File: src/rtl/mod_updown_counter.sv
// Modulo-N up/down counter with synchronous preload, same-cycle carry/borrow
// for cascading, and a two-digit BCD view held in its own registers.
module mod_updown_counter #(
    parameter int MODULUS = 60,
    parameter int WIDTH   = 7,
    parameter int INIT    = 0
) (
    input  logic             clk_1,
    input  logic             rst,
    input  logic             en,
    input  logic             up_dn,
    input  logic             load,
    input  logic [WIDTH-1:0] load_val,
    output logic [WIDTH-1:0] cnt,
    output logic [3:0]       bcd_tens,
    output logic [3:0]       bcd_ones,
    output logic             co,
    output logic             load_err
);

    localparam logic [WIDTH-1:0] LP_MAX       = WIDTH'(MODULUS - 1);
    localparam logic [WIDTH-1:0] LP_INIT      = WIDTH'(INIT);
    localparam logic [3:0]       LP_MAX_TENS  = 4'((MODULUS - 1) / 10);
    localparam logic [3:0]       LP_MAX_ONES  = 4'((MODULUS - 1) % 10);
    localparam logic [3:0]       LP_INIT_TENS = 4'(INIT / 10);
    localparam logic [3:0]       LP_INIT_ONES = 4'(INIT % 10);

    logic [WIDTH-1:0] r_cnt;
    logic [3:0]       r_tens;
    logic [3:0]       r_ones;
    logic             r_load_err;

    logic             w_load_ok;
    logic             w_at_max;
    logic             w_at_zero;
    logic [3:0]       w_ld_tens;
    logic [3:0]       w_ld_ones;

    assign w_load_ok = 32'(load_val) < 32'(MODULUS);
    assign w_at_max  = (r_cnt == LP_MAX);
    assign w_at_zero = (r_cnt == '0);

    // Preload digits found by threshold compare; only meaningful when w_load_ok.
    always_comb begin
        w_ld_tens = '0;
        for (int i = 1; i < 10; i++) begin
            if (32'(load_val) >= 32'(10 * i)) begin
                w_ld_tens = 4'(i);
            end
        end
        w_ld_ones = 4'(32'(load_val) - (32'(w_ld_tens) * 32'd10));
    end

    always_ff @(posedge clk_1) begin
        if (rst) begin
            r_cnt      <= LP_INIT;
            r_tens     <= LP_INIT_TENS;
            r_ones     <= LP_INIT_ONES;
            r_load_err <= 1'b0;
        end else if (load) begin
            if (w_load_ok) begin
                r_cnt      <= load_val;
                r_tens     <= w_ld_tens;
                r_ones     <= w_ld_ones;
                r_load_err <= 1'b0;
            end else begin
                r_cnt      <= '0;
                r_tens     <= '0;
                r_ones     <= '0;
                r_load_err <= 1'b1;
            end
        end else if (en) begin
            r_load_err <= 1'b0;
            if (up_dn) begin
                if (w_at_max) begin
                    r_cnt  <= '0;
                    r_tens <= '0;
                    r_ones <= '0;
                end else begin
                    r_cnt <= r_cnt + 1'b1;
                    if (r_ones == 4'd9) begin
                        r_ones <= '0;
                        r_tens <= r_tens + 1'b1;
                    end else begin
                        r_ones <= r_ones + 1'b1;
                    end
                end
            end else begin
                if (w_at_zero) begin
                    r_cnt  <= LP_MAX;
                    r_tens <= LP_MAX_TENS;
                    r_ones <= LP_MAX_ONES;
                end else begin
                    r_cnt <= r_cnt - 1'b1;
                    if (r_ones == 4'd0) begin
                        r_ones <= 4'd9;
                        r_tens <= r_tens - 1'b1;
                    end else begin
                        r_ones <= r_ones - 1'b1;
                    end
                end
            end
        end else begin
            r_load_err <= 1'b0;
        end
    end

    // Zero-latency carry so the next stage steps on the same edge this one wraps.
    assign co = en & ~load & ~rst & ((up_dn & w_at_max) | (~up_dn & w_at_zero));

    assign cnt      = r_cnt;
    assign bcd_tens = r_tens;
    assign bcd_ones = r_ones;
    assign load_err = r_load_err;

endmodule

File: config.mk
export PLATFORM = sky130hd
export DESIGN_NAME = mod_updown_counter
export DESIGN_NICKNAME = d
export VERILOG_FILES = /design/src/rtl/mod_updown_counter.sv
export SDC_FILE = /design/constraint.sdc
export NUM_CORES = 1
export LEC_CHECK = 0
export BUFFER_PORTS_ARGS = -buffer_cell sky130_fd_sc_hd__buf_2
export CORE_AREA = 2 2 64 66
export CTS_BUF_LIST = sky130_fd_sc_hd__clkbuf_8 sky130_fd_sc_hd__clkbuf_16
export CTS_CLUSTER_DIAMETER = 50
export DETAILED_ROUTE_END_ITERATION = 7
export DIE_AREA = 0 0 66 68
export PLACE_DENSITY_LB_ADDON = 0.15
export SLEW_MARGIN = 20
export SYNTH_ARGS = -nofsm -noshare
export SYNTH_HDL_FRONTEND = slang
export SYNTH_SLANG_ARGS = --single-unit
File: constraint.sdc
create_clock -name clk_1 -period 3.67 [get_ports clk_1]
set_input_delay 0.367 -clock clk_1 [delete_from_list [all_inputs] [get_ports clk_1]]
set_output_delay 0.367 -clock clk_1 [all_outputs]
set_load 0.02 [all_outputs]
==> run summary <==
The number of synthesized flops with an enable pin came out at 0. The relative max-transition margin is 51.8%. In this run the cell area of the synthesized design comes to 0.00163 mm2.

The placeable core region is 0.00386 mm2. The detailed-placement wirelength estimate came out at 3130 um. The number of inserted filler cells in the final layout came out at 423. The clock period could shrink to 2750 ps. The largest stage delay on the critical path came out at 590 ps. The area fraction of the dominant cell type after synthesis is 19.6%.

The fmax is 363 MHz. After floorplanning, the core was divided into 23 placement rows. The number of vias in the routed layout came out at 1661. In the global route stage, overall resource usage came out at 19.8%. Counting along the longest clock path gives a buffer depth of 2. In the final layout, flip-flops and latches occupy 320 um2. The floorplan step set the die width to 66 um. The leakage power came out at 0.715 nW. 29 I/O pins were placed. 0 antenna diodes ended up in the layout. Dividing total power by cell area gives a power density of 310 mW/mm2. The level count of the clock H-tree is 1. The final-stage net count is 258. The flow ran to the end, and the final reports show no timing, DRC or antenna violations. The highest layer touched by signal routing is met4. The count of endpoints failing hold in the final timing report came out at 0. Setup repair after global routing left no endpoint under its margin.

The detailed router put a total of 1990 um of wire on met1. The critical path startpoint category is a flip-flop. Among all flip-flop cells after synthesis, the most frequent one is sky130_fd_sc_hd__dfxtp_1.

By area the synthesized netlist is led by sky130_fd_sc_hd__dfxtp_1, sky130_fd_sc_hd__o21ai_0, sky130_fd_sc_hd__nand2_1, sky130_fd_sc_hd__a21oi_1, sky130_fd_sc_hd__ha_1. The first global-routing pass estimated 6780 um of wire. sky130_fd_sc_hd__nand2_1 is the most common cell in the netlist. During placement, the flow inserted port buffers numbering 28. On the critical path the largest part of the delay comes from simple AND/OR/NAND/NOR gates. IR analysis of the VDD net gives a maximum drop of 113 uV.

The number of standard cells after synthesis is 226. The endpoint class of the critical path is an output pin. The initial core utilization came out at 42.3%. The total of flip-flops plus latches after synthesis is 16.

Global routing finished with a remaining overflow of 0. The count of final setup violators is 0. The minimum setup slack in the final design came out at 918 ps.

For this run, design rule violations remaining after detail routing come to 0. From bottom edge to top edge, the die measures 68 um. STA puts the critical path data arrival time at 2390 ps. Post-CTS timing repair inserted 0 buffers for setup. At the pin with the least slew margin, the transition time is 714 ps.

Across the run, the number of max-cap violations was 0. Routability-driven placement finished with a final weighted congestion of 0.775. The average detailed-routed wire length per instance is 15.0 um. The cell sitting at the root of the clock tree is a sky130_fd_sc_hd__clkbuf_8. The mean number of vias per cell came out at 5.75. TritonCTS built the clock tree. The number of search-and-repair iterations in the first detailed-routing pass came out at 4. For the final routed database, the setup TNS stands at 0 ps.

The signal on the critical path passes through or3_4, or4b_1, nor2_1, nor2_1, nor3_1, buf_2. The placement-stage worst setup slack is 804 ps. The total number of yosys warnings is 0. The die area is 0.00449 mm2. Between clock sinks in the finished design, the worst skew comes to 3.09 ps. The share of the Yosys chip area taken by registers is 19.6%. The initial antenna violation count is 0.

The area of the multi-input gates came out at 0.00119 mm2. The total number of clock tree sinks is 16. The cell with the largest stage delay on the worst path is sky130_fd_sc_hd__or4b_1.

Sorting the synthesized cells by how often they occur yields sky130_fd_sc_hd__nand2_1, sky130_fd_sc_hd__o21ai_0, sky130_fd_sc_hd__clkbuf_1, sky130_fd_sc_hd__dfxtp_1, sky130_fd_sc_hd__nor2_1. The number of distinct standard cells referenced by the synthesized netlist came out at 55. The path class of the tightest hold or removal check is in2reg. The proportion of register bits with asynchronous set or reset after synthesis is 0%.

The data required time at the worst endpoint came out at 3300 ps. The post-cts gate resize count came out at 0. Among the stages of the critical path, the cell type that occurs most often is sky130_fd_sc_hd__nor2_1. The number of global-route vias before repair was 1356.

The share of cells above drive strength 1 is 17.2%. The number of DRC violations after detailed-routing iteration 0 is 128. The worst setup path is of the reg2out kind.

Buffers inserted to repair hold after CTS numbered 0. The largest net degree at the start of global routing is 26. The net count after synthesis came out at 244. The maximum net fanout on the critical path is 12. The synthesized design spends more area on one cell type than any other, namely sky130_fd_sc_hd__dfxtp_1.

The clock transition at the registers of the reported paths is 70 ps. The post-synthesis to final-layout area growth is 11.0%. A synthesized cell averages 7.21 um2. The total length of routed met3 wires came out at 165 um. The max-slew violation total from the final report is 0. The detailed-routed wire length on met2 came out at 2130 um. The number of buffer and inverter stages on the critical path is 1. Clock tree synthesis inserted a total of 3 buffers. The insertion delay to the later sink of the worst-skew pair is 250 ps.

The number of nets still failing antenna checks after routing came out at 0. The final layout contains routed wiring with a total length of 4330 um. The final period utilization is 75.0%.
cell type report:
cell class / count / area share [%]
tap: 50 / 3.46
inverter: 11 / 2.28
multi-input combinational: 180 / 65.8
clock buffer: 4 / 3.04
sequential: 16 / 17.7
timing repair buffer: 28 / 7.75
cell families (layout without fill, tap and decap cells):
family / count (synthesis) / count (layout) / share of synthesized area (%)
and+or+nand+nor: 89 / 89 / 29.9
AOI/OAI and AO/OA: 72 / 72 / 30.4
buffers and inverters: 30 / 43 / 7.37
DFF: 16 / 16 / 19.6
adders and majority gates: 7 / 7 / 5.68
xor gates and xnor gates: 7 / 7 / 3.76
muxes: 5 / 5 / 3.30
worst reg2reg max path: stages (launching register included):
cell and delay [ps]:
sky130_fd_sc_hd__dfxtp_1 410, sky130_fd_sc_hd__or3_4 460, sky130_fd_sc_hd__nor4b_4 520, sky130_fd_sc_hd__o311ai_4 200, sky130_fd_sc_hd__or4b_1 490, sky130_fd_sc_hd__a211oi_1 220
registers in the layout (all words and copies together), names as in the netlist:
register / count
cnt: 7
bcd_ones: 4
bcd_tens: 4
load_err: 1
per-layer routing:
| layer | up-vias | GRT usage, % |
|---|---|---|
| li1 | 849 | - |
| met1 | 775 | 26.7 |
| met2 | 33 | 33.0 |
| met3 | 4 | 2.63 |
| met4 | 0 | 6.63 |
| met5 | - | 0 |
cell usage in the layout, fill, tap and decap left out, types with 2 or more instances in the layout:
master                     Yosys  final
sky130_fd_sc_hd__a211o_1       3      3
sky130_fd_sc_hd__a211oi_1      5      5
sky130_fd_sc_hd__a21boi_1      2      2
sky130_fd_sc_hd__a21oi_1      14     14
sky130_fd_sc_hd__a221oi_1      3      3
sky130_fd_sc_hd__a31o_2        2      2
sky130_fd_sc_hd__a31oi_1       5      5
sky130_fd_sc_hd__and2_1        3      3
sky130_fd_sc_hd__and3_1        4      4
sky130_fd_sc_hd__buf_2         0     28
sky130_fd_sc_hd__clkbuf_8      0      4
sky130_fd_sc_hd__dfxtp_1      16     16
sky130_fd_sc_hd__ha_1          5      5
sky130_fd_sc_hd__inv_1        11     11
sky130_fd_sc_hd__mux2_2        3      3
sky130_fd_sc_hd__mux2i_1       2      2
sky130_fd_sc_hd__nand2_1      23     23
sky130_fd_sc_hd__nand2b_1      7      7
sky130_fd_sc_hd__nand3_1       4      4
sky130_fd_sc_hd__nand4_1       2      2
sky130_fd_sc_hd__nor2_1       16     16
sky130_fd_sc_hd__nor2b_1       7      7
sky130_fd_sc_hd__nor3_1       10     10
sky130_fd_sc_hd__nor4_1        3      3
sky130_fd_sc_hd__o211ai_1      2      2
sky130_fd_sc_hd__o21a_1        2      2
sky130_fd_sc_hd__o21ai_0      18     18
sky130_fd_sc_hd__o31ai_1       2      2
sky130_fd_sc_hd__o41ai_1       2      2
sky130_fd_sc_hd__or4b_1        2      2
sky130_fd_sc_hd__xnor2_1       3      3
sky130_fd_sc_hd__xor2_1        4      4
report_power, final:
group | switching, mW | internal [mW]
clock network | 0.0695 | 0.0953
registers | 0.0227 | 0.184
logic | 0.112 | 0.0780
path summary, 6_finish.rpt:
| path | startpoint | endpoint | slack (ps) | cells past startpoint |
|---|---|---|---|---|
| worst min-delay path | load_val[0] | bcd_ones[0] | 410 | 3 |
| worst max register to register | cnt[2] | bcd_tens[3] | 1290 | 5 |
| worst max-delay path | cnt[2] | co | 920 | 6 |
| worst min register to register | bcd_tens[3] | bcd_tens[3] | 500 | 2 |
through the flow:
stage / hold slack (ps) / utilization (%) / cells / area (um2) / power, mW
2_1_floorplan: 539 / - / 226 / 1630 / 0.354
3_3_place_gp: 480 / 45.5 / 285 / 1750 / 0.399
3_5_place_dp: 493 / 45.5 / 285 / 1750 / 0.400
4_1_cts: 405 / 46.9 / 289 / 1810 / 0.565
5_1_grt: 429 / 46.9 / 289 / 1810 / 0.598
6_report: 407 / 46.9 / 289 / 1810 / 0.562
No activity file was read; power rests on OpenSTA's default activity.
